<file path="config.mk">
export PLATFORM = sky130hd
export DESIGN_NAME = dff_to_jkff_counter
export DESIGN_NICKNAME = d
export VERILOG_FILES = /design/src/rtl/dff_to_jkff_counter.sv
export SDC_FILE = /design/constraint.sdc
export NUM_CORES = 1
export LEC_CHECK = 0
export BUFFER_PORTS_ARGS = -buffer_cell sky130_fd_sc_hd__buf_2
export CORE_AREA = 2 2 39 41
export DETAILED_ROUTE_END_ITERATION = 7
export DIE_AREA = 0 0 41 43
export PLACE_DENSITY = 0.65
export SLEW_MARGIN = 20
export SYNTH_ARGS = -nofsm -noshare
export SYNTH_HDL_FRONTEND = slang
export SYNTH_SLANG_ARGS = --single-unit
</file>
<file path="constraint.sdc">
create_clock -name clk -period 1.7 [get_ports clk]
set_input_delay 0.34 -clock clk [delete_from_list [all_inputs] [get_ports clk]]
set_output_delay 0.34 -clock clk [all_outputs]
set_load 0.02 [all_outputs]
</file>
<file path="src/rtl/dff_to_jkff_counter.sv">
// Modulo-N up/down counter built from JK bits emulated on D storage.
// Define DFF_JK_TRACE_EN to expose the per-bit J/K excitation as j_obs/k_obs.
module dff_to_jkff_counter #(
    parameter int WIDTH   = 4,
    parameter int MODULUS = 10
) (
    input  logic             clk,
    input  logic             rst,
    input  logic             en,
    input  logic             up,
    input  logic             load,
    input  logic [WIDTH-1:0] din,
    output logic [WIDTH-1:0] q,
    output logic [WIDTH-1:0] qb,
    output logic             tc
`ifdef DFF_JK_TRACE_EN
    ,
    output logic [WIDTH-1:0] j_obs,
    output logic [WIDTH-1:0] k_obs
`endif
);

    localparam logic [WIDTH-1:0] MAXV = WIDTH'(MODULUS - 1);

    if (WIDTH < 2 || MODULUS < 2 || MODULUS > 2 ** WIDTH) begin : g_bad_param
        $error("dff_to_jkff_counter: illegal WIDTH/MODULUS");
    end

    typedef enum logic [2:0] {
        M_HOLD,
        M_RST,
        M_LOAD,
        M_UP,
        M_DN
    } mode_t;

    mode_t            mode;
    logic [WIDTH-1:0] j;
    logic [WIDTH-1:0] k;
    logic [WIDTH-1:0] d;
    logic [WIDTH-1:0] tup;
    logic [WIDTH-1:0] tdn;
    logic             at_top;
    logic             at_zero;

    assign at_top  = (q >= MAXV);
    assign at_zero = (q == '0);

    // Strict priority collapsed to one mode so the excitation case is exclusive.
    always_comb begin
        mode = M_HOLD;
        if (rst)
            mode = M_RST;
        else if (load)
            mode = M_LOAD;
        else if (en && up)
            mode = M_UP;
        else if (en)
            mode = M_DN;
    end

    // Toggle masks: up toggles above a run of ones, down above a run of zeros.
    always_comb begin
        tup    = '0;
        tdn    = '0;
        tup[0] = 1'b1;
        tdn[0] = 1'b1;
        for (int i = 1; i < WIDTH; i++) begin
            tup[i] = tup[i-1] & q[i-1];
            tdn[i] = tdn[i-1] & ~q[i-1];
        end
    end

    always_comb begin
        j = '0;
        k = '0;
        unique case (mode)
            M_LOAD: begin
                j = din;
                k = ~din;
            end
            M_UP: begin
                if (at_top) begin
                    j = '0;
                    k = q;
                end else begin
                    j = tup;
                    k = tup;
                end
            end
            M_DN: begin
                if (at_zero) begin
                    j = MAXV;
                    k = ~MAXV;
                end else begin
                    j = tdn;
                    k = tdn;
                end
            end
            default: begin
                j = '0;
                k = '0;
            end
        endcase
    end

    assign d = (j & ~q) | (~k & q);

    always_ff @(posedge clk) begin
        if (rst)
            q <= '0;
        else
            q <= d;
    end

    assign qb = ~q;
    assign tc = en & (up ? at_top : at_zero);

`ifdef DFF_JK_TRACE_EN
    assign j_obs = j;
    assign k_obs = k;
`endif

endmodule

</file>
### Word level (Yosys, flattened, before mapping)

Cells that the tools add are included.

| cells by class | value |
|---|---|
| magnitude comparators | 1 |
| equality and inequality tests | 3 |
| mux-type cells | 11 |
| bitwise logic cells | 14 |
| reduce and logical (&&, ||, !) cells | 2 |

Operator list:

| kind | number |
|---|---|
| $pmux 4 s3 | 2 |
| $mux 4 | 4 |
| $mux 3 | 4 |
| $not 4->4 | 3 |
| $and 4x4->4 | 2 |
| $eq 3x2->1 const B | 2 |
| $and 1x1->1 | 5 |
| $ge 4x4->1 const B | 1 |
| $logic_not 4->1 | 1 |
| $or 4x4->4 | 1 |
| $eq 3x3->1 const B | 1 |
| $not 1->1 | 3 |
| $logic_and 1x1->1 | 1 |
| $mux 1 | 1 |

| storage, ports and cells | value |
|---|---|
| flip-flop bits (word level) | 4 |
| bits of input ports | 9 |
| output and inout port bits | 9 |
| word-level logic and storage cells | 32 |

### Longest topological paths before layout

| logic depth | value |
|---|---|
| depth in word-level cells | 9 |
| depth in mapped cells | 5 |
| mapped depth without buffers | 4 |

### Worst setup path before layout

Ideal clock, no wire load.

| timing | value |
|---|---|
| path type | reg-to-output |
| start | register q[0] |
| end | output port tc |
| arrival time | 1.366 ns |
| required time | 1.360 ns |
| setup slack | -0.006 ns |
| cell stages (with the launch flop) | 5 |
| path buffers | 1 |
| path through | dfxtp_1 -> buf_2 -> or3_1 -> and3_1 -> o21a_1 |

| on the way | value |
|---|---|
| word-level cells in the longest chain between the ends | 3 |
| elaborated cells on any way between the ends | 4 |
| classes of those cells | order compare: 1; mux: 1; bitwise: 1; reduce/logical: 1 |

Ends and longest elaborated chain:

| what | line | source |
|---|---|---|
| start, declared | 13 | `output logic [WIDTH-1:0] q,` |
| start signal, assigned | 111 | `q <= '0;` |
| start signal, assigned | 113 | `q <= d;` |
| $ge 4x4->1 or $logic_not 4->1 (tied branches) | 46, 47 |  |
| $mux 1 (*) | 117 | `assign tc = en & (up ? at_top : at_zero);` |
| $and 1x1->1 (*) | 117 |  |
| end, declared | 15 | `output logic tc` |

Mark *: on every way between the ends. The rest lies on a longest branch, timed or not.

### Final worst setup path

Ends and elaborated chain as after synthesis.

==> flow_metrics.py <==
metrics = {
    "status": {
        "outcome": "complete, but fails checks",
        "failed_checks": "setup timing",
    },
    "power": {
        "cell_internal_pwr_uw": 238,
        "combinationalPowerShare_pct": 36.3,
        "clock_power_share_pct": 34.6,
        "sequentialPowerShare_pct": 29.2,
        "vdd_ir_drop_max_mv": 0.271,
        "leakage_nw": 0.236,
        "power_density_mw_per_mm2": 638,
        "switching_share_pct": 35.8,
        "switchingPower_uw": 133,
    },
    "worst_setup_path": {
        "endpoint_kind": "output port",
        "r2r_cells": 5,
        "worst_path_required_ns": 1.36,
        "timing.critical_path.arrival_ns": 1.44,
        "worstSetupPathType": "reg2out",
        "critical_path.max_fanout": 3,
        "setup.worst_path.start_class": "register",
    },
    "clock_network": {
        "cell_chosen_for_the_clock_root": "sky130_fd_sc_hd__clkbuf_4",
        "cts_tree": "yes",
        "clock_insertion_delay_worst_skew_ns": 0.25,
        "cts-htree-levels": 1,
        "clock_sink_count": 4,
        "cts.path.max_buffers": 2,
        "tritoncts.num_buffers": 3,
        "clk_pin_slew_ns": 0.05,
    },
    "logic_synthesis": {
        "synthDistinctLibCells": 32,
        "synth-warning-count": 0,
        "synth_most_common_cell": "sky130_fd_sc_hd__inv_1",
        "yosys-top-cells-area": "sky130_fd_sc_hd__dfxtp_1, sky130_fd_sc_hd__nand4bb_4, sky130_fd_sc_hd__inv_1, sky130_fd_sc_hd__a21oi_1, sky130_fd_sc_hd__or3_1",
        "total_standard_cell_area_after_synthesis_sq_um": 419,
        "synthesized_area_per_cell_sq_um": 8.06,
        "main_synth_ff_type": "sky130_fd_sc_hd__dfxtp_1",
        "synth.yosys.seq_area_share_pct": 19.1,
        "synth-edff-count": 0,
        "post-synth-top-area-cell": "sky130_fd_sc_hd__dfxtp_1",
        "mappedNetlistNets": 61,
        "synth_common_cells": "sky130_fd_sc_hd__inv_1, sky130_fd_sc_hd__a21oi_1, sky130_fd_sc_hd__dfxtp_1",
        "yosysTopAreaCellShare_pct": 19.1,
        "syn_inst": 52,
        "async_reset_ff_share_pct": 0,
        "synth.ff_latch_count": 4,
    },
    "floorplanning": {
        "initial_utilization_pct": 30.3,
        "rows": 14,
        "floorplan.core_area_sq_mm": 0.00138,
        "chipHeight_um": 43,
        "num_io_pins": 18,
        "fp.dieW_um": 41,
        "fp.dieArea_sq_mm": 0.00176,
    },
    "drt": {
        "drt-initial-drc-count": 8,
        "vias": 534,
        "routed_via_density": 5.93,
        "ant_nets": 0,
        "drc": 0,
        "drtPass1Iterations": 4,
        "routed_wire_length_per_instance_um": 14.6,
        "wl_um": 1320,
    },
    "timing": {
        "final.setup_skew_ns": 0.0129,
        "drv_slew": 0,
        "post-route-period-util_pct": 105,
        "rsz_0062_raised_after_global_routing": "true",
        "worst_slew_pin_slew_ns": 0.385,
        "worst_rel_slew_slack_pct": 74.0,
        "maxClockFrequency_mhz": 562,
        "number_of_hold_violations_in_the_final_report": 0,
        "finalSetupTns_ns": -0.0809,
        "final_critical_path_setup_slack_ns": -0.0809,
        "final.min_clock_period_ns": 1.78,
        "finalSetupViolations": 1,
    },
    "placement": {
        "io_buffers": 17,
        "detailedPlace.worstSlack_ns": 0.0740,
        "dp_hpwl_um": 944,
        "globalplace.congestion": 0.810,
    },
    "global_routing": {
        "globalRouteTotalUtil_pct": 18.2,
        "grt_start_max_net_pins": 13,
        "first_global_vias": 505,
        "antenna_found_initial": 0,
        "grt_overflow": 0,
        "grt_first_pass_wirelength_um": 2160,
    },
    "finish": {
        "synthToLayoutAreaGrowth_pct": 38.8,
        "final-seq-area_sq_um": 80.1,
        "largest_reg_flops": 4,
        "layout.filler_cells": 141,
        "drive_above_1_share_pct": 41.9,
        "antenna_cells_inserted": 0,
        "largest_register": "q",
        "fin_nets": 85,
        "biggestRegsByFlops": "q: 4 flops",
        "multi_input_area_sq_um": 308,
    },
    "run": {
        "drv_cap": 0,
    },
    "worst_hold_path": {
        "timing.hold.worst_path_depth": 2,
        "worst_hold_path_type": "in2reg",
    },
}
## critical path: stages, from the launching register on
cell and delay, ns:
sky130_fd_sc_hd__dfxtp_1 0.30, sky130_fd_sc_hd__or3_4 0.40, sky130_fd_sc_hd__and3_4 0.19, sky130_fd_sc_hd__o21a_2 0.19, sky130_fd_sc_hd__buf_6 0.12
## per-stage QoR
stage          total power [mW]  utilization, %  cell area (sq um)  std cells  hold WS [ns]
2_1_floorplan             0.187               -                425         52         0.527
3_5_place_dp              0.232            39.1                541         86         0.604
4_1_cts                   0.369            42.0                582         90         0.387
6_report                  0.371            42.0                582         90         0.393
3_3_place_gp              0.231            39.1                541         86         0.600
5_1_grt                   0.390            42.0                582         90         0.427
## cell usage in the layout (no fill, tap or decap), drive strengths merged
master	synthesis	final
a2111oi	1	1
a211oi	1	1
a21o	1	1
a21oi	4	4
a221oi	2	2
a311oi	3	3
and2b	1	1
and3	1	1
buf	2	22
clkbuf	1	3
dfxtp	4	4
inv	6	6
nand2b	2	2
nand4bb	1	1
nor2	2	2
nor3	2	2
nor3b	1	1
nor4	1	1
nor4b	1	1
o211a	1	1
o211ai	1	1
o21a	1	1
o21ai	4	4
o22ai	1	1
o311ai	1	1
o32ai	1	1
or3	3	3
or4	1	1
or4b	1	1
## power by group through the flow
stage | registers (mW) | logic (mW) | clock network [mW]
floorplan | 0.115 | 0.0718 | 0
CTS | 0.108 | 0.133 | 0.128
global route | 0.110 | 0.145 | 0.135
detailed placement | 0.110 | 0.122 | 0
global placement | 0.110 | 0.121 | 0
finish | 0.108 | 0.135 | 0.128
## layer usage
| metal | wire [um] | GRT usage, % |
|---|---|---|
| met1 | 564 | 21.9 |
| met4 | 31 | 8.00 |
| met5 | 0 | 0 |
| met3 | 102 | 6.28 |
| met2 | 619 | 27.8 |
## final cells by class
| type | instances | area share [%] |
|---|---|---|
| repair buffers | 22 | 22.2 |
| well taps | 16 | 3.44 |
| clock buffers | 3 | 3.87 |
| multi-input cells | 39 | 52.9 |
| inverters | 6 | 3.87 |
| flip-flops and latches | 4 | 13.8 |
## repair_timing
action,4_1_cts,5_1_grt
cloned,0,0
resized for setup,3,0
setup endpoints to repair,1,1
buffers inserted,1,0
pin swaps,2,0
hold buffers,0,0
## final timing paths
check,start,endpoint,slack [ns]
min reg2reg,q[0]$_SDFF_PP0_,q[0]$_SDFF_PP0_,0.61
max,q[0]$_SDFF_PP0_,tc,-0.08
max reg2reg,q[0]$_SDFF_PP0_,q[3]$_SDFF_PP0_,0.23
min,rst,q[3]$_SDFF_PP0_,0.39
## kinds of logic (layout without fill, tap and decap cells)
group | Yosys count | in the layout | synth area share [%]
AO/OA/AOI/OAI | 22 | 22 | 38.8
AND/OR/NAND/NOR | 17 | 17 | 31.9
buffers and inverters | 9 | 31 | 10.1
flip-flops | 4 | 4 | 19.1
Note: power is estimated with default switching activity, not from simulation.
